==> config.mk <==
export PLATFORM = sky130hd
export DESIGN_NAME = divu_iter
export DESIGN_NICKNAME = d
export VERILOG_FILES = /design/src/rtl/divu_iter.sv
export SDC_FILE = /design/constraint.sdc
export NUM_CORES = 1
export LEC_CHECK = 0
export ABC_AREA = 1
export BUFFER_PORTS_ARGS = -buffer_cell sky130_fd_sc_hd__buf_4
export CORE_MARGIN = 8
export CORE_UTILIZATION = 53
export CTS_CLUSTER_SIZE = 28
export DETAILED_ROUTE_END_ITERATION = 10
export PLACE_DENSITY_LB_ADDON = 0.05
export SYNTH_ARGS = -nofsm -noshare
export SYNTH_HDL_FRONTEND = slang
export SYNTH_SLANG_ARGS = --single-unit
==> constraint.sdc <==
create_clock -name clk -period 2.3 [get_ports clk]
set_input_delay 0.345 -clock clk [delete_from_list [all_inputs] [get_ports clk]]
set_output_delay 0.345 -clock clk [all_outputs]
set_load 0.005 [all_outputs]
==> src/rtl/divu_iter.sv <==
// Iterative 32-bit unsigned restoring divider: one quotient bit per clock,
// start/busy/done handshake, quotient to LO (q) and remainder to HI (r).
module divu_iter (
  input  logic        clk,
  input  logic        reset,
  input  logic        start,
  input  logic [31:0] dividend,
  input  logic [31:0] divisor,
  output logic [31:0] q,
  output logic [31:0] r,
  output logic        busy,
  output logic        done,
  output logic        dbz
);

  typedef enum logic {
    S_IDLE = 1'b0,
    S_CALC = 1'b1
  } state_t;

  state_t      r_state;
  logic [31:0] r_quo;
  logic [31:0] r_rem;
  logic [31:0] r_dvsr;
  logic [4:0]  r_cnt;
  logic [31:0] r_q;
  logic [31:0] r_r;
  logic        r_dbz;
  logic        r_done;

  state_t      w_state_nxt;
  logic [31:0] w_quo_nxt;
  logic [31:0] w_rem_nxt;
  logic [31:0] w_dvsr_nxt;
  logic [4:0]  w_cnt_nxt;
  logic [31:0] w_q_nxt;
  logic [31:0] w_r_nxt;
  logic        w_dbz_nxt;
  logic        w_done_nxt;

  // 33-bit trial keeps the borrow even when the shifted remainder exceeds 32 bits
  logic [32:0] w_partial;
  logic [32:0] w_trial;

  assign w_partial = {r_rem, r_quo[31]};
  assign w_trial   = w_partial - {1'b0, r_dvsr};

  always_ff @(posedge clk or negedge reset) begin
    if (!reset) begin
      r_state <= S_IDLE;
      r_quo   <= '0;
      r_rem   <= '0;
      r_dvsr  <= '0;
      r_cnt   <= '0;
      r_q     <= '0;
      r_r     <= '0;
      r_dbz   <= 1'b0;
      r_done  <= 1'b0;
    end else begin
      r_state <= w_state_nxt;
      r_quo   <= w_quo_nxt;
      r_rem   <= w_rem_nxt;
      r_dvsr  <= w_dvsr_nxt;
      r_cnt   <= w_cnt_nxt;
      r_q     <= w_q_nxt;
      r_r     <= w_r_nxt;
      r_dbz   <= w_dbz_nxt;
      r_done  <= w_done_nxt;
    end
  end

  always_comb begin
    w_state_nxt = r_state;
    w_quo_nxt   = r_quo;
    w_rem_nxt   = r_rem;
    w_dvsr_nxt  = r_dvsr;
    w_cnt_nxt   = r_cnt;
    w_q_nxt     = r_q;
    w_r_nxt     = r_r;
    w_dbz_nxt   = r_dbz;
    w_done_nxt  = 1'b0;

    case (r_state)
      S_IDLE: begin
        if (start) begin
          w_quo_nxt   = dividend;
          w_dvsr_nxt  = divisor;
          w_rem_nxt   = '0;
          w_cnt_nxt   = '0;
          w_state_nxt = S_CALC;
        end
      end
      S_CALC: begin
        if (!w_trial[32]) begin
          w_rem_nxt = w_trial[31:0];
          w_quo_nxt = {r_quo[30:0], 1'b1};
        end else begin
          w_rem_nxt = w_partial[31:0];
          w_quo_nxt = {r_quo[30:0], 1'b0};
        end
        w_cnt_nxt = r_cnt + 5'd1;
        // results publish on the same edge as the 32nd step
        if (r_cnt == 5'd31) begin
          w_q_nxt     = w_quo_nxt;
          w_r_nxt     = w_rem_nxt;
          w_dbz_nxt   = (r_dvsr == 32'd0);
          w_done_nxt  = 1'b1;
          w_state_nxt = S_IDLE;
        end
      end
      default: w_state_nxt = S_IDLE;
    endcase
  end

  assign q    = r_q;
  assign r    = r_r;
  assign busy = (r_state == S_CALC);
  assign done = r_done;
  assign dbz  = r_dbz;

endmodule

==> impl_metrics.json, run 1 <==
{
  "worstHoldStart": "dividend[25]",
  "core-area_um2": 17900,
  "mostFrequentLayoutCell": "nand2_1",
  "grtUsageMet3_pct": 4.659,
  "syn_area_um2": 9623,
  "met2_usage_pct": 39.91,
  "synth_top_area_cell": "dfrtp_1",
  "gp_congestion": 0.9068,
  "drtPass1Iterations": 5,
  "slowest_delay_ns": 0.41,
  "post-dp-hpwl_mm": 19.79,
  "hold_depth": 3,
  "layout.nets": 1628,
  "max_freq_ghz": 0.4243,
  "drv_slew": 0,
  "cts-root-buf": "clkbuf_16",
  "cp_num_buf_inv": 2,
  "drt_iter0_drc": 724,
  "post-place-ws_ns": -0.08326,
  "power_per_cell_area_nw_per_um2": 1864,
  "required_ns": 2.62,
  "grt_max_degree": 96,
  "tns_ns": -0.8662,
  "crit_slowest_cell": "dfrtp_1",
  "syn_area_per_cell_um2": 7.091,
  "fillers": 1569,
  "holdPathEnd": "r_quo[25]$_DFFE_PN0P_",
  "yosysSeqAreaShare_pct": 43.69,
  "ant_nets": 0,
  "r2r-start": "r_dvsr[0]$_DFFE_PN0P_",
  "vias": 9168,
  "wirelength_mm": 27.77,
  "violations": "negative setup slack",
  "syn_nets": 1459,
  "synth.area.top_cells": "dfrtp_1 (44%), nand2_1 (23%), inv_1 (8.0%), nand3_1 (4.8%), ha_1 (4.4%)",
  "antenna_found_initial": 0,
  "final_cell_mix": "nand2_1 (536), inv_1 (201), buf_4 (180)",
  "r2r_end": "r[22]$_DFFE_PN0P_",
  "ios": 134,
  "grt_overflow": 0,
  "setup_viol": 40,
  "period_minus_slack_ns": 2.357,
  "synth-seq-cells": 168,
  "endpoint_kind": "flip-flop",
  "cp_common_cell": "nand2_2",
  "synthCells": 1357,
  "max_cap_viol_count": 0,
  "grt_first_pass_wirelength_mm": 44.74,
  "layout-drive-gt1-share_pct": 21.38,
  "fin_util_pct": 69.51,
  "rsz0062_at_grt": "yes",
  "cts_tree": "yes",
  "r2r_slack_ns": -0.06,
  "grt.busiest_layer": "met2",
  "start_util_pct": 53.75,
  "arrival_ns": 2.68,
  "crit_type": "flip-flop to flip-flop",
  "port-buffer-count": 133,
  "ys_warn_count": 0,
  "slew_headroom_pct": 68.55,
  "grt_pass1_vias": 9034,
  "p_total_mw": 23.20,
  "setup_slack_ns": -0.05691,
  "floorplan.rows": 49,
  "clk_pin_slew_worst_paths_ns": 0.08,
  "htreeDepth": 4,
  "wl_per_cell_um": 15.71,
  "critPathLaunchType": "flip-flop",
  "synth_cell_types": 34,
  "diodes": 0,
  "finalInstanceArea_um2": 12440,
  "finalClockSkew_ns": 0.01123,
  "postPlaceCellArea_um2": 11240,
  "worst_pin_slew_ns": 0.4718,
  "cts_sinks": 168,
  "viasPerCell": 5.186,
  "die_h_um": 150.7,
  "clock_path_buffers": 2,
  "hold_viol_final": 0,
  "yosysTopAreaCellShare_pct": 43.69,
  "crit_family": "simple AND/OR/NAND/NOR gates",
  "period_share_pct": 102.5,
  "die_area_um2": 22720,
  "grt_util_met1_pct": 33.01,
  "path_max_fanout": 8,
  "reg2regPathDepth": 17,
  "clkLatencyLatePin_ns": 0.43,
  "hold_path_class": "input pin to flip-flop",
  "route.detailed.drc": 0,
  "syn_to_final_growth_pct": 29.32,
  "vdd_ir_drop_max_v": 0.0009739,
  "cts_buffers": 17,
  "p_leak_nw": 6.819,
  "grt_usage_pct": 24.70,
  "crit_chain": "ha_4 -> fa_2 -> inv_2 -> nand2_1 -> nand2_1 -> nand3_2 -> nand2_2 -> nand2_2 -> nand2_2 -> nand2_4 -> nand2_4 -> nand2_8 -> nand2_8 -> clkbuf_16 -> nand2_2 -> nand3_1 -> nand2_1",
  "status": "complete, but fails checks",
  "die_w_um": 150.7
}
==> worst reg2reg max path, delay by kind of cell, from the launching register on <==
kind	cells	cell delay, ns
buffers and inverters	2	0.26
flip-flops	1	0.41
adder cells (fa/ha/maj)	2	0.60
AND/OR/NAND/NOR	13	0.98
==> worst max path at each step <==
stage	from	end	slack (ns)	depth (start not counted)
floorplan	r_dvsr[0]$_DFFE_PN0P_	r_rem[0]$_DFFE_PN0P_	0.07	15
global placement	r_quo[31]$_DFFE_PN0P_	r[9]$_DFFE_PN0P_	-0.009	18
detailed placement	r_quo[31]$_DFFE_PN0P_	r[1]$_DFFE_PN0P_	-0.08	18
CTS	r_dvsr[0]$_DFFE_PN0P_	r_rem[26]$_DFFE_PN0P_	-0.02	18
global route	r_dvsr[0]$_DFFE_PN0P_	r[21]$_DFFE_PN0P_	-0.19	17
finish	r_dvsr[0]$_DFFE_PN0P_	r[22]$_DFFE_PN0P_	-0.06	17
==> synth_stat cells <==
master / instances
a21oi_1: 22
inv_2: 2
o41ai_1: 1
a21o_1: 1
clkbuf_1: 25
buf_6: 1
nor3_1: 4
clkinv_1: 1
a22oi_1: 7
o221ai_1: 15
nor4_1: 4
fa_1: 1
dfrtp_1: 168
xnor2_1: 13
o21bai_1: 1
nor2_2: 2
nand2_4: 2
a22o_1: 2
nand4_1: 13
nor2_1: 45
inv_1: 204
and2_1: 4
nand2_2: 1
buf_1: 10
ha_1: 34
o211ai_1: 8
nand3_2: 1
nand3b_1: 23
xor2_1: 2
buf_2: 6
o21ai_0: 56
buf_4: 3
nand2_1: 582
nand3_1: 93
==> layout make-up <==
type	count	area [um2]	area share (%)
repair buffers	195	1655	13.30
flip-flops and latches	168	4205	33.79
multi-input cells	937	4917	39.51
well taps	229	286.5	2.302
inverters	207	777.0	6.244
clock buffers	17	425.4	3.418
clock inverters	15	177.7	1.428
==> metal layers <==
layer  wire length [um]  part of all wire, %  vias to the layer above
met5                  0                    0                        -
met4                504                  1.8                        0
met3               1618                  5.8                       38
met2              13080                   47                      257
met1              12570                   45                     4306
li1                   -                    -                     4567
==> cell families after synthesis <==
family,Yosys count,share of synthesized area [%]
AOI/OAI and AO/OA,113,7.021
xor gates and xnor gates,15,1.365
adders and majority gates,35,4.629
DFF,168,43.69
and+or+nand+nor,774,33.19
buffers and inverters,252,10.10
==> metrics by stage <==
stage          instances  hold WS (ns)
2_1_floorplan       1357       0.04941
3_3_place_gp        1727        0.3130
3_5_place_dp        1727        0.3161
4_1_cts             1762       0.08984
5_1_grt             1768       0.08927
6_report            1768        0.1102
==> report_power, final <==
group          internal, mW  switching [mW]
logic                  6.17            8.92
clock network          1.47            1.43
registers              4.36           0.855
==> sequential cells by signal (all words and copies together) (netlist names) <==
register  flops
r_quo        32
dbz           1
r_rem        32
done          1
busy          1
r            32
r_dvsr       32
r_cnt         5
q            32
==> timing repair <==
| action | CTS | global route |
|---|---|---|
| hold buffers | 1 | 0 |
| gates cloned | 1 | 3 |
| hold endpoints to repair | 40 | 0 |
| gates resized for setup | 19 | 90 |
| endpoints found under the setup margin | 64 | 66 |
| pin swaps | 3 | 25 |
| buffers inserted | 1 | 3 |
Power figures use the tool's default switching activity.
==> inputs of run 2 (changes only) <==
--- a/config.mk
+++ b/config.mk
@@ -5,13 +5,13 @@
 export SDC_FILE = /design/constraint.sdc
 export NUM_CORES = 1
 export LEC_CHECK = 0
-export ABC_AREA = 1
 export BUFFER_PORTS_ARGS = -buffer_cell sky130_fd_sc_hd__buf_4
 export CORE_MARGIN = 8
-export CORE_UTILIZATION = 53
+export CORE_UTILIZATION = 52
 export CTS_CLUSTER_SIZE = 28
 export DETAILED_ROUTE_END_ITERATION = 10
 export PLACE_DENSITY_LB_ADDON = 0.05
+export SLEW_MARGIN = 15
 export SYNTH_ARGS = -nofsm -noshare
 export SYNTH_HDL_FRONTEND = slang
 export SYNTH_SLANG_ARGS = --single-unit
==> run 2 against run 1 <==
Net effect: the flow still finishes with violations (negative setup slack); clock power down 3%; synthesized cell count down 30%; final cell count fell by 17%; sequential power rose by 2%; worst hold slack worse by 0.0010 ns; clock skew up 0.00065 ns; flip-flop and latch count unchanged; setup slack worse by 0.76 ns; design area shrank 1.2%; global-route usage decreased by 0.73 points; register-to-register slack worse by 0.76 ns; critical endpoint is now r[26]$_DFFE_PN0P_.
==> impl_metrics.json, run 2 <==
{
  "worstHoldStart": "divisor[10]",
  "max_freq_ghz": 0.3204,
  "clock_path_buffers": 2,
  "slew_headroom_pct": 49.66,
  "worst_pin_slew_ns": 0.7534,
  "synth_flop_cell": "dfrtp_1",
  "required_ns": 2.62,
  "ios": 134,
  "p_int_mw": 14.84,
  "post-dp-hpwl_mm": 17.21,
  "crit_family": "multiplexers",
  "start_util_pct": 53.04,
  "synthCells": 954,
  "layout.nets": 1341,
  "power_frac_comb_pct": 67.7,
  "final_cell_mix": "buf_4 (300), nand2_1 (222), dfrtp_1 (167)",
  "grt_pass1_vias": 8341,
  "mostFrequentLayoutCell": "buf_4",
  "antenna_found_initial": 0,
  "grt_first_pass_wirelength_mm": 41.91,
  "port-buffer-count": 133,
  "grt.busiest_layer": "met2",
  "syn_to_final_growth_pct": 39.84,
  "post-place-ws_ns": -0.9455,
  "violations": "negative setup slack",
  "cts_sinks": 168,
  "synth_top_area_cell": "dfrtp_1",
  "p_leak_nw": 5.974,
  "r2r-start": "r_quo[31]$_DFFE_PN0P_",
  "cts_tree": "yes",
  "synth-seq-cells": 168,
  "p_sw_mw": 10.29,
  "clk_pin_slew_worst_paths_ns": 0.07,
  "slowest_delay_ns": 0.35,
  "clkLatencyLatePin_ns": 0.44,
  "period_minus_slack_ns": 3.121,
  "cp-startpoint": "r_quo[31]$_DFFE_PN0P_",
  "syn_nets": 1056,
  "max_cap_viol_count": 0,
  "period_share_pct": 135.7,
  "grt_max_degree": 82,
  "swShare_pct": 40.94,
  "gp_congestion": 0.8806,
  "fillers": 1273,
  "core-area_um2": 16580,
  "arrival_ns": 3.44,
  "die_h_um": 146.1,
  "syn_area_um2": 8796,
  "multiInputGateArea_um2": 4561,
  "floorplan.rows": 47,
  "grt_usage_pct": 23.96,
  "met2_usage_pct": 39.81,
  "syn_area_per_cell_um2": 9.220,
  "crit_type": "flip-flop to flip-flop",
  "setup_viol": 66,
  "cp_common_cell": "mux2_4",
  "grt_util_met1_pct": 30.59,
  "viasPerCell": 5.452,
  "p_total_mw": 25.13,
  "rsz0062_at_grt": "yes",
  "hold_path_class": "input pin to flip-flop",
  "ant_nets": 0,
  "yosysMostFrequentCell": "nand2_1",
  "hold_viol_final": 0,
  "yosysTopAreaCellShare_pct": 47.80,
  "cts-root-buf": "clkbuf_16",
  "critPathLaunchType": "flip-flop",
  "cp_num_buf_inv": 1,
  "fin_util_pct": 74.17,
  "ys_warn_count": 0,
  "drv_slew": 0,
  "die_area_um2": 21330,
  "vias": 8026,
  "synth_edf_count": 0,
  "grtUsageMet3_pct": 5.655,
  "path_max_fanout": 6,
  "endpoint_kind": "flip-flop",
  "synth_cell_types": 61,
  "crit_chain": "inv_1 -> ha_2 -> fa_2 -> nand2b_4 -> a21oi_4 -> o21ai_2 -> a31o_4 -> a211oi_4 -> mux2i_2 -> and2_4 -> mux2_4 -> mux2_4",
  "postPlaceCellArea_um2": 11230,
  "vdd_ir_drop_max_v": 0.001137,
  "die_w_um": 146.1,
  "yosys-top-cells-count": "nand2_1 (224), dfrtp_1 (168), o21ai_0 (98)",
  "synth.area.top_cells": "dfrtp_1 (48%), nand2_1 (9.6%), o21ai_0 (5.6%), mux2i_1 (5.5%), ha_1 (4.8%)",
  "wirelength_mm": 25.32,
  "route.detailed.drc": 0,
  "cts_buffers": 17,
  "drt_iter0_drc": 516,
  "yosysSeqAreaShare_pct": 47.80,
  "power_per_cell_area_nw_per_um2": 2043,
  "finalInstanceArea_um2": 12300,
  "async_reset_ff_share_pct": 100.0,
  "status": "complete, but fails checks",
  "htreeDepth": 4,
  "diodes": 0,
  "p_seq_share_pct": 21.2,
  "wl_per_cell_um": 17.20,
  "finalClockSkew_ns": 0.01188,
  "setup_slack_ns": -0.8209,
  "grt_overflow": 0,
  "layout-drive-gt1-share_pct": 33.31,
  "seq_area_um2": 4205,
  "clockPowerShare_pct": 11.2,
  "drtPass1Iterations": 5,
  "crit_slowest_cell": "fa_2"
}
run 2: cell count changes after synthesis, moves of 17 or more:
cell	previous run	this run
a21oi_1	22	39
nor2_1	45	27
nand3b_1	23	0
o21ai_0	56	98
nand2_1	582	224
nand3_1	93	13
mux2i_1	0	48
a21o_1	1	20
o22ai_1	0	22
inv_1	204	43
run 2: through the flow:
| stage | TNS [ns] | hold WS [ns] | instances |
|---|---|---|---|
| floorplan | -53.14 | 0.04941 | 954 |
| global placement | -47.99 | 0.2925 | 1423 |
| detailed placement | -52.45 | 0.2955 | 1423 |
| CTS | -46.95 | 0.1022 | 1468 |
| global route | -55.30 | 0.1131 | 1472 |
| finish | -48.89 | 0.1092 | 1472 |
run 2: timing repair:
action                     in CTS  in global routing
hold buffers                    1                  0
setup endpoints to repair      66                 66
setup buffers                  10                  6
hold endpoints to repair       40                  0
pin swaps                      22                  9
gates resized for setup        56                 24
gates cloned                    4                  0
run 2: cells by family after synthesis:
family | synth area share (%)
buffers and inverters | 4.452
adder cells (fa/ha/maj) | 5.064
XOR/XNOR | 2.788
multiplexers | 7.539
flip-flops | 47.80
AND/OR/NAND/NOR | 15.43
AO/OA/AOI/OAI | 16.93
run 2: tightest hold or removal path: cells and delay by family:
kind | cells | cell delay [ns]
buffers and inverters | 1 | 0.07
AO/OA/AOI/OAI | 1 | 0.05
AND/OR/NAND/NOR | 1 | 0.03
run 2: path summary, 6_finish.rpt:
| kind | end | slack, ns | cells after the start |
|---|---|---|---|
| worst max-delay path | r[26]$_DFFE_PN0P_ | -0.82 | 12 |
| worst min-delay path | r_dvsr[10]$_DFFE_PN0P_ | 0.11 | 3 |
| worst max register to register | r[26]$_DFFE_PN0P_ | -0.82 | 12 |
| worst min register to register | q[7]$_DFFE_PN0P_ | 0.48 | 2 |
| max in group asynchronous | r_quo[5]$_DFFE_PN0P_ | 1.24 | 3 |
| min in group asynchronous | q[9]$_DFFE_PN0P_ | 0.39 | 2 |
run 2: layout make-up:
cell class	instances	area share [%]
multi-input combinational	691	37.08
sequential	168	34.19
timing repair buffer	316	20.46
clock buffer	19	3.601
tap	220	2.238
inverter	45	1.373
clock inverter	13	1.068
run 2: power by group through the flow:
stage / logic [mW] / clock network [mW] / registers (mW)
floorplan: 8.27 / 0 / 5.19
global placement: 13.7 / 0 / 5.30
detailed placement: 14.0 / 0 / 5.31
CTS: 16.1 / 2.84 / 5.30
global route: 18.5 / 2.96 / 5.48
finish: 17.0 / 2.81 / 5.32
run 2: metal layers:
layer / vias to the layer above / part of all wire, %
met4: 0 / 1.9
met1: 3897 / 46
met3: 46 / 5.3
met5: - / 0
li1: 3876 / -
met2: 207 / 47
